**src/rtl/traffic_counter_bank.sv**
```systemverilog
// Per-channel vehicle counter bank: synchronized, debounced detector inputs drive
// decimal (BCD) counters, with a handshaked round-robin snapshot readout.
module traffic_counter_bank #(
    parameter int unsigned CHANNELS = 4,
    parameter int unsigned DIGITS   = 4,
    parameter int unsigned DEBOUNCE = 16,
    parameter bit          SATURATE = 1'b1
) (
    input  logic                         clock,
    input  logic                         reset_n,
    input  logic [CHANNELS-1:0]          detect,
    input  logic [CHANNELS-1:0]          clear,
    output logic [CHANNELS*4*DIGITS-1:0] count_bcd,
    output logic [CHANNELS-1:0]          overflow,
    output logic                         rd_valid,
    input  logic                         rd_ready,
    output logic [2:0]                   rd_chan,
    output logic [4*DIGITS-1:0]          rd_bcd
);

    localparam int unsigned CNT_W = 4 * DIGITS;
    localparam int unsigned DEB_W = 8;
    localparam logic [DEB_W-1:0] DEB_LAST  = DEB_W'(DEBOUNCE - 1);
    localparam logic [2:0]       LAST_CHAN = 3'(CHANNELS - 1);

    typedef enum logic {
        LOAD,
        PRESENT
    } rd_state_t;

    logic [CHANNELS-1:0] sync_meta;
    logic [CHANNELS-1:0] sync_lvl;
    logic [CHANNELS-1:0] filt;
    logic [CHANNELS-1:0] rise_q;
    logic [DEB_W-1:0]    deb_cnt [CHANNELS];
    logic [CNT_W-1:0]    cnt     [CHANNELS];
    logic [CNT_W:0]      inc_res [CHANNELS];

    rd_state_t        state;
    rd_state_t        state_next;
    logic [2:0]       chan_next;
    logic [CNT_W-1:0] bcd_next;
    logic             valid_next;
    logic [CNT_W-1:0] sel_cnt;

    // Decimal increment; the top bit is the carry out of the last digit (all-9s input).
    function automatic logic [CNT_W:0] bcd_inc(input logic [CNT_W-1:0] value);
        logic [CNT_W-1:0] sum;
        logic             carry;
        sum   = value;
        carry = 1'b1;
        for (int d = 0; d < DIGITS; d++) begin
            if (carry) begin
                if (value[d*4 +: 4] >= 4'd9) begin
                    sum[d*4 +: 4] = 4'd0;
                end else begin
                    sum[d*4 +: 4] = value[d*4 +: 4] + 4'd1;
                    carry         = 1'b0;
                end
            end
        end
        return {carry, sum};
    endfunction

    // Two-flop synchronizer followed by a disagreement-run debounce filter.
    always_ff @(posedge clock) begin
        if (!reset_n) begin
            sync_meta <= '0;
            sync_lvl  <= '0;
            filt      <= '0;
            rise_q    <= '0;
            for (int i = 0; i < CHANNELS; i++) begin
                deb_cnt[i] <= '0;
            end
        end else begin
            sync_meta <= detect;
            sync_lvl  <= sync_meta;
            for (int i = 0; i < CHANNELS; i++) begin
                rise_q[i] <= 1'b0;
                if (sync_lvl[i] == filt[i]) begin
                    deb_cnt[i] <= '0;
                end else if (deb_cnt[i] == DEB_LAST) begin
                    deb_cnt[i] <= '0;
                    filt[i]    <= sync_lvl[i];
                    rise_q[i]  <= sync_lvl[i];
                end else begin
                    deb_cnt[i] <= deb_cnt[i] + DEB_W'(1);
                end
            end
        end
    end

    always_comb begin
        for (int i = 0; i < CHANNELS; i++) begin
            inc_res[i] = bcd_inc(cnt[i]);
        end
    end

    // Counters: clear beats a coincident event; overflow is sticky until cleared.
    always_ff @(posedge clock) begin
        if (!reset_n) begin
            overflow <= '0;
            for (int i = 0; i < CHANNELS; i++) begin
                cnt[i] <= '0;
            end
        end else begin
            for (int i = 0; i < CHANNELS; i++) begin
                if (clear[i]) begin
                    cnt[i]      <= '0;
                    overflow[i] <= 1'b0;
                end else if (rise_q[i]) begin
                    if (inc_res[i][CNT_W]) begin
                        overflow[i] <= 1'b1;
                        if (!SATURATE) begin
                            cnt[i] <= '0;
                        end
                    end else begin
                        cnt[i] <= inc_res[i][CNT_W-1:0];
                    end
                end
            end
        end
    end

    always_comb begin
        count_bcd = '0;
        for (int i = 0; i < CHANNELS; i++) begin
            count_bcd[i*CNT_W +: CNT_W] = cnt[i];
        end
    end

    always_comb begin
        sel_cnt = '0;
        for (int i = 0; i < CHANNELS; i++) begin
            if (rd_chan == 3'(i)) begin
                sel_cnt = cnt[i];
            end
        end
    end

    // Readout: LOAD snapshots the selected count, PRESENT holds it until accepted.
    always_comb begin
        state_next = state;
        chan_next  = rd_chan;
        bcd_next   = rd_bcd;
        valid_next = 1'b0;
        case (state)
            LOAD: begin
                bcd_next   = sel_cnt;
                valid_next = 1'b1;
                state_next = PRESENT;
            end
            PRESENT: begin
                valid_next = 1'b1;
                if (rd_ready) begin
                    valid_next = 1'b0;
                    state_next = LOAD;
                    chan_next  = (rd_chan == LAST_CHAN) ? 3'd0 : rd_chan + 3'd1;
                end
            end
            default: begin
                state_next = LOAD;
            end
        endcase
    end

    always_ff @(posedge clock) begin
        if (!reset_n) begin
            state    <= LOAD;
            rd_chan  <= '0;
            rd_bcd   <= '0;
            rd_valid <= 1'b0;
        end else begin
            state    <= state_next;
            rd_chan  <= chan_next;
            rd_bcd   <= bcd_next;
            rd_valid <= valid_next;
        end
    end

endmodule
```
**config.mk**
```make
export PLATFORM = sky130hd
export DESIGN_NAME = traffic_counter_bank
export DESIGN_NICKNAME = d
export VERILOG_FILES = /design/src/rtl/traffic_counter_bank.sv
export SDC_FILE = /design/constraint.sdc
export NUM_CORES = 1
export LEC_CHECK = 0
export ABC_AREA = 0
export CAP_MARGIN = 20
export CORE_ASPECT_RATIO = 1.2
export CORE_MARGIN = 5
export CORE_UTILIZATION = 30
export DETAILED_ROUTE_END_ITERATION = 6
export DONT_BUFFER_PORTS = 1
export GPL_TIMING_DRIVEN = 0
export HOLD_SLACK_MARGIN = 0.03
export PLACE_DENSITY = 0.54
export SLEW_MARGIN = 20
export SYNTH_ARGS = -nofsm -noshare
export SYNTH_HDL_FRONTEND = slang
export SYNTH_SLANG_ARGS = --single-unit
```
**constraint.sdc**
```tcl
create_clock -name clock -period 5.9 [get_ports clock]
set_input_delay 1.18 -clock clock [delete_from_list [all_inputs] [get_ports clock]]
set_output_delay 1.18 -clock clock [all_outputs]
set_load 0.05 [all_outputs]
```
==> results.json, run 1 <==
{
  "ys.warnings.count": 0,
  "numCtsBuffers": 17,
  "setup-tns-final_ns": 0,
  "post-route-min-period_ns": 2.749,
  "path_buf_inv": 1,
  "grt_overflow": 0,
  "drv_cap": 0,
  "cts_tree": "built",
  "cp_max_fo": 4,
  "core.rowCount": 63,
  "synthCells": 731,
  "cts_hold_buf": 0,
  "critPathSlowestCell": "edfxtp_1",
  "critPathKind": "reg -> reg",
  "die_x_um": 153.5,
  "clock-root-buffer": "clkbuf_16",
  "grt_pass1_vias": 5043,
  "num_vias": 5220,
  "fmax_mhz": 363.7,
  "ys_async_sr_fraction_pct": 0,
  "diodes": 0,
  "avgSynthCellArea_sq_um": 10.14,
  "power_density_nw_per_um2": 286.4,
  "wl_per_cell_um": 16.71,
  "grt_pass1_wl_mm": 28.66,
  "vdd.ir_drop.worst_mv": 0.1994,
  "synth-seq-cells": 136,
  "area.growth.synth_to_final_pct": 14.87,
  "post-cts-setup-buffers": 0,
  "synthTopCellsByArea": "edfxtp_1, dfxtp_1, ha_1",
  "yosysTopAreaCellShare_pct": 38.88,
  "start_util_pct": 30.25,
  "instances_no_fill": 1118,
  "drive_gt1_share_pct": 6.053,
  "grt_use_total_pct": 13.24,
  "arrival_ns": 2.80,
  "clkTransAtPathRegs_ns": 0.06,
  "reg2reg_slack_ns": 3.15,
  "clock_skew_ns": 0.01145,
  "drc": 0,
  "dpl.hpwl_mm": 14.39,
  "yosysTopAreaCell": "edfxtp_1",
  "fin_ws_ns": 3.151,
  "grt_max_degree": 17,
  "clk_latency_ns": 0.42,
  "path_depth": 5,
  "crit_path_max_incr_delay_ns": 0.73,
  "synth_area_sq_um": 7415,
  "crit_family": "compound AO/OA/AOI/OAI gates",
  "min_to": "sync_lvl[3]",
  "die_area_sq_um": 27970,
  "worst_slew_pin_slew_ns": 0.7551,
  "finalHoldViolCount": 0,
  "r2r_start": "cnt[2][9]",
  "cts_resized": 0,
  "crit_path_end_kind": "flop",
  "drt-vias-per-instance": 4.669,
  "clock-sinks": 136,
  "h-tree-depth": 4,
  "cp.required_ns": 5.95,
  "yosysSeqAreaShare_pct": 49.68,
  "r2r_cells": 5,
  "fillers": 2511,
  "final_area_sq_um": 8517,
  "period_share_pct": 46.60,
  "io_pins": 99,
  "setup_viol": 0,
  "fin_nets": 848,
  "p_leak_nw": 3.260,
  "die_h_um": 182.2,
  "crit_chain": "inv_1 > ha_1 > o31ai_1 > nor3_1 > o21ai_0",
  "outcome": "finished clean",
  "detail-route-antenna-nets": 0,
  "cts_max_path_buffers": 2,
  "hold_class": "reg -> reg",
  "drtPass1Iterations": 4,
  "rsz0062_at_grt": "false",
  "place_area_sq_um": 7938,
  "synth_edf_count": 96,
  "slew_violations": 0,
  "synth_cell_types": 48,
  "numPortBuffers": 0,
  "hold_depth": 1,
  "grt_antenna_before_repair": 0,
  "max_slew_margin_pct": 49.66,
  "coreArea_sq_um": 24510,
  "synth_flop_cell": "edfxtp_1",
  "r2r_end": "cnt[2][5]",
  "drt_iter0_drc": 253,
  "start_kind": "flop",
  "gp_congestion": 0.8087,
  "pre_cts_slack_ns": 3.116,
  "min_from": "sync_meta[3]",
  "holdWs_ns": 0.4311,
  "drt-total-wl_mm": 18.68,
  "dp.cells": 1087
}
[synth_stat cells, drive strengths merged, types with 2 or more instances]
| master | number |
|---|---|
| a21oi | 28 |
| buf | 13 |
| o31ai | 14 |
| and2b | 2 |
| mux2i | 4 |
| or3b | 8 |
| a221oi | 15 |
| ha | 56 |
| and3 | 10 |
| a21boi | 4 |
| nand4 | 5 |
| nand2 | 37 |
| and2 | 16 |
| nand3b | 4 |
| nor3 | 16 |
| nor4 | 4 |
| inv | 65 |
| a211o | 11 |
| clkbuf | 10 |
| a22o | 2 |
| xnor2 | 30 |
| o311ai | 12 |
| xor2 | 21 |
| nand3 | 39 |
| nand2b | 18 |
| o21ai | 17 |
| a31oi | 5 |
| dfxtp | 40 |
| nor2b | 15 |
| nor2 | 106 |
| edfxtp | 96 |
| or3 | 3 |
[layer usage]
metal	track usage (%)	vias up	part of all wire (%)	wire length, um
li1	-	2625	-	-
met1	14.66	2467	40	7431
met2	22.62	108	49	9119
met3	5.977	20	9.6	1785
met4	4.488	0	1.8	341
met5	0	-	0	0
[cells in the final DEF, fill, tap and decap left out, drive strengths merged, types with 12 or more instances in the layout]
cell type    n
nor3        16
clkbuf      32
dfxtp       40
a221oi      15
inv         65
ha          56
o21ai       17
nor2       106
nor2b       15
nand2       37
nand2b      18
buf         13
conb        32
nand3       39
xor2        21
xnor2       30
a21oi       28
o31ai       14
o311ai      12
and2        16
edfxtp      96
[per-stage QoR]
step / utilization, % / power (W)
2_1_floorplan: - / 0.001335
3_3_place_gp: 32.38 / 0.001396
3_5_place_dp: 32.38 / 0.001399
4_1_cts: 34.74 / 0.002461
5_1_grt: 34.74 / 0.002530
6_report: 34.74 / 0.002440
[logic make-up after synthesis]
logic type / share of synthesized area [%]
buf+inv: 4.843
compound gates: 10.58
flops: 49.68
mux: 0.5400
xor+xnor: 6.024
simple gates: 18.83
fa+ha+maj: 9.450
other cells: 0.05058
[worst register-to-register path: stages, from the launching register on]
cell	delay (ns)
edfxtp_1	0.73
inv_1	0.18
ha_1	0.22
o31ai_1	0.53
nor3_1	0.21
o21ai_0	0.51
[where the power goes]
| group | total (W) | internal (W) | switching [W] |
|---|---|---|---|
| registers | 0.00122 | 0.00106 | 0.000160 |
| clock network | 0.00106 | 0.000670 | 0.000393 |
| logic | 0.000154 | 0.0000634 | 0.0000911 |
[final cells by class]
type                    count  area, sq um  share of cell area, %
inverters                  65        244.0                  2.865
multi-input cells         538         3488                  40.96
clock inverters             9        125.1                  1.469
plain buffers              23        115.1                  1.352
well taps                 325        406.6                  4.774
clock buffers              22        454.2                  5.333
flip-flops and latches    136         3684                  43.25
[state kept, by name, indices dropped and copies added, names as in the netlist]
name,cells
cnt,64
deb_cnt,32
rd_bcd,16
filt,4
overflow,4
rise_q,4
sync_lvl,4
sync_meta,4
rd_chan,3
state,1
[worst max path at each step]
stage	from	endpoint	slack [ns]
2_1_floorplan	reset_n	cnt[2][0]	3.51
3_3_place_gp	cnt[2][9]	cnt[2][5]	3.14
3_5_place_dp	cnt[2][9]	cnt[2][7]	3.12
4_1_cts	cnt[0][13]	cnt[0][6]	3.12
5_1_grt	cnt[2][9]	cnt[2][5]	2.98
6_report	cnt[2][9]	cnt[2][5]	3.15
(Power assumes the default switching activity.)
==> run 2: changes to the inputs <==
==> constraint.sdc (replaced) <==
create_clock -name clock -period 2.6 [get_ports clock]
set_input_delay 0.52 -clock clock [delete_from_list [all_inputs] [get_ports clock]]
set_output_delay 0.52 -clock clock [all_outputs]
set_load 0.05 [all_outputs]
==> run 2 against run 1 <==
  * Fmax grew 12%
  * Worst setup slack lost 3.0 ns
  * Via count rose by 0.63%
  * Global-route usage about the same
  * Die area did not move
  * Hold slack worse by 0.22 ns
  * Cell count unchanged
  * Utilization rose by 0.44 points
  * First-iteration DRC count fell by 7.9%
  * Sequential power rose by 130%
  * Critical endpoint is now cnt[2][15]
  * Largest power group unchanged
==> results.json, run 2 (synthesized netlist as in run 1, its figures left out) <==
{
  "finalHoldViolCount": 0,
  "hold_class": "in -> reg",
  "final_common_cell": "nor2_1",
  "core.rowCount": 63,
  "cts_tree": "built",
  "vdd.ir_drop.worst_mv": 0.4564,
  "holdWs_ns": 0.2139,
  "setup_viol": 0,
  "start_kind": "flop",
  "gp_congestion": 0.8087,
  "crit_path_end_kind": "flop",
  "cp_max_fo": 6,
  "die_h_um": 182.2,
  "drtPass1Iterations": 6,
  "cts_hold_buf": 0,
  "final_cell_mix": "nor2_1, edfxtp_1, inv_1",
  "arrival_ns": 2.56,
  "fin_nets": 848,
  "period_share_pct": 94.63,
  "grt_overflow": 0,
  "area.growth.synth_to_final_pct": 16.33,
  "h-tree-depth": 4,
  "grt_antenna_before_repair": 0,
  "fin_ws_ns": 0.1396,
  "grt_pass1_vias": 5071,
  "clock-sinks": 136,
  "pre_cts_slack_ns": -0.1836,
  "die_x_um": 153.5,
  "slew_violations": 0,
  "detail-route-antenna-nets": 0,
  "dpl.hpwl_mm": 14.39,
  "numPortBuffers": 0,
  "numCtsBuffers": 17,
  "cp.required_ns": 2.70,
  "num_vias": 5253,
  "critPathKind": "reg -> reg",
  "drc": 0,
  "coreArea_sq_um": 24510,
  "clock-root-buffer": "clkbuf_16",
  "cts_max_path_buffers": 2,
  "drive_gt1_share_pct": 8.071,
  "power_density_nw_per_um2": 643.4,
  "grt_pass1_wl_mm": 28.76,
  "post-cts-setup-buffers": 0,
  "diodes": 0,
  "worst_slew_pin_slew_ns": 0.7645,
  "crit_path_max_incr_delay_ns": 0.75,
  "io_pins": 99,
  "max_slew_margin_pct": 49.03,
  "drt-total-wl_mm": 18.71,
  "fmax_mhz": 406.4,
  "die_area_sq_um": 27970,
  "outcome": "finished clean",
  "drt_iter0_drc": 233,
  "crit_chain": "inv_1 > ha_1 > a21oi_2 > or3b_1 > o31ai_4",
  "start_util_pct": 30.25,
  "critPathSlowestCell": "edfxtp_1",
  "grt_max_degree": 17,
  "largest_register": "cnt",
  "largestRegisters": "cnt: 64 flops, deb_cnt: 32 flops, rd_bcd: 16 flops",
  "largest_reg_flops": 64,
  "post-route-min-period_ns": 2.460,
  "drv_cap": 0,
  "rsz0062_at_grt": "false",
  "grt_use_total_pct": 13.28,
  "drt-vias-per-instance": 4.699,
  "wl_per_cell_um": 16.73,
  "clock_skew_ns": 0.007891,
  "clk_latency_ns": 0.42,
  "clkTransAtPathRegs_ns": 0.06,
  "p_leak_nw": 3.266
}
[run 2: cell counts in the layout (fill, tap and decap cells not counted)]
No cell type changed its count.
[run 2: path summary, 6_finish.rpt]
kind | startpoint | end | slack [ns] | depth (start not counted)
worst max-delay path | cnt[2][0] | cnt[2][15] | 0.14 | 5
worst min register to register | sync_meta[3] | sync_lvl[3] | 0.43 | 1
worst min-delay path | rd_ready | rd_chan[2] | 0.21 | 1
worst max register to register | cnt[2][0] | cnt[2][15] | 0.14 | 5
[run 2: report_power, final]
| part | switching (W) | total, W | internal, W |
|---|---|---|---|
| combinational | 0.000214 | 0.000363 | 0.000150 |
| clock | 0.000891 | 0.00241 | 0.00152 |
| sequential | 0.000364 | 0.00277 | 0.00241 |
| total | 0.00147 | 0.00555 | 0.00408 |
[run 2: timing repair]
action | in CTS | in global routing
pin swaps | 0 | 1
endpoints found under the setup margin | 40 | 56
resized for setup | 11 | 17
[run 2: layout make-up]
type                       instances  area, sq um
sequential                       136         3684
buffer                            23        115.1
fill                            2503        15890
tap                              325        406.6
multi-input combinational        538         3597
clock buffer                      22        454.2
inverter                          65        244.0
clock inverter                     9        125.1
[run 2: worst max-delay path, delay by kind of cell, from the launching register on]
| kind | cells | cell delay [ns] |
|---|---|---|
| flip-flops | 1 | 0.75 |
| AO/OA/AOI/OAI | 2 | 0.51 |
| AND/OR/NAND/NOR | 1 | 0.45 |
| adder cells (fa/ha/maj) | 1 | 0.25 |
| buffers and inverters | 1 | 0.19 |
[run 2: per-layer routing]
layer  GRT usage (%)  vias to the layer above  part of all wire, %
met5               0                        -                    0
met4           4.488                        0                  2.1
met3           5.835                       26                  9.4
met2           22.69                      117                   49
met1           14.80                     2485                   40
li1                -                     2625                    -
[run 2: stage by stage]
stage	total power (W)	std cells	cell area, sq um	util, %	TNS, ns
finish	0.005550	1118	8626	35.19	0
global route	0.005756	1118	8626	35.19	0
CTS	0.005589	1118	8548	34.87	0
detailed placement	0.003174	1087	7938	32.38	-3.508
global placement	0.003168	1087	7938	32.38	-2.780
floorplan	0.003029	762	7531	-	0
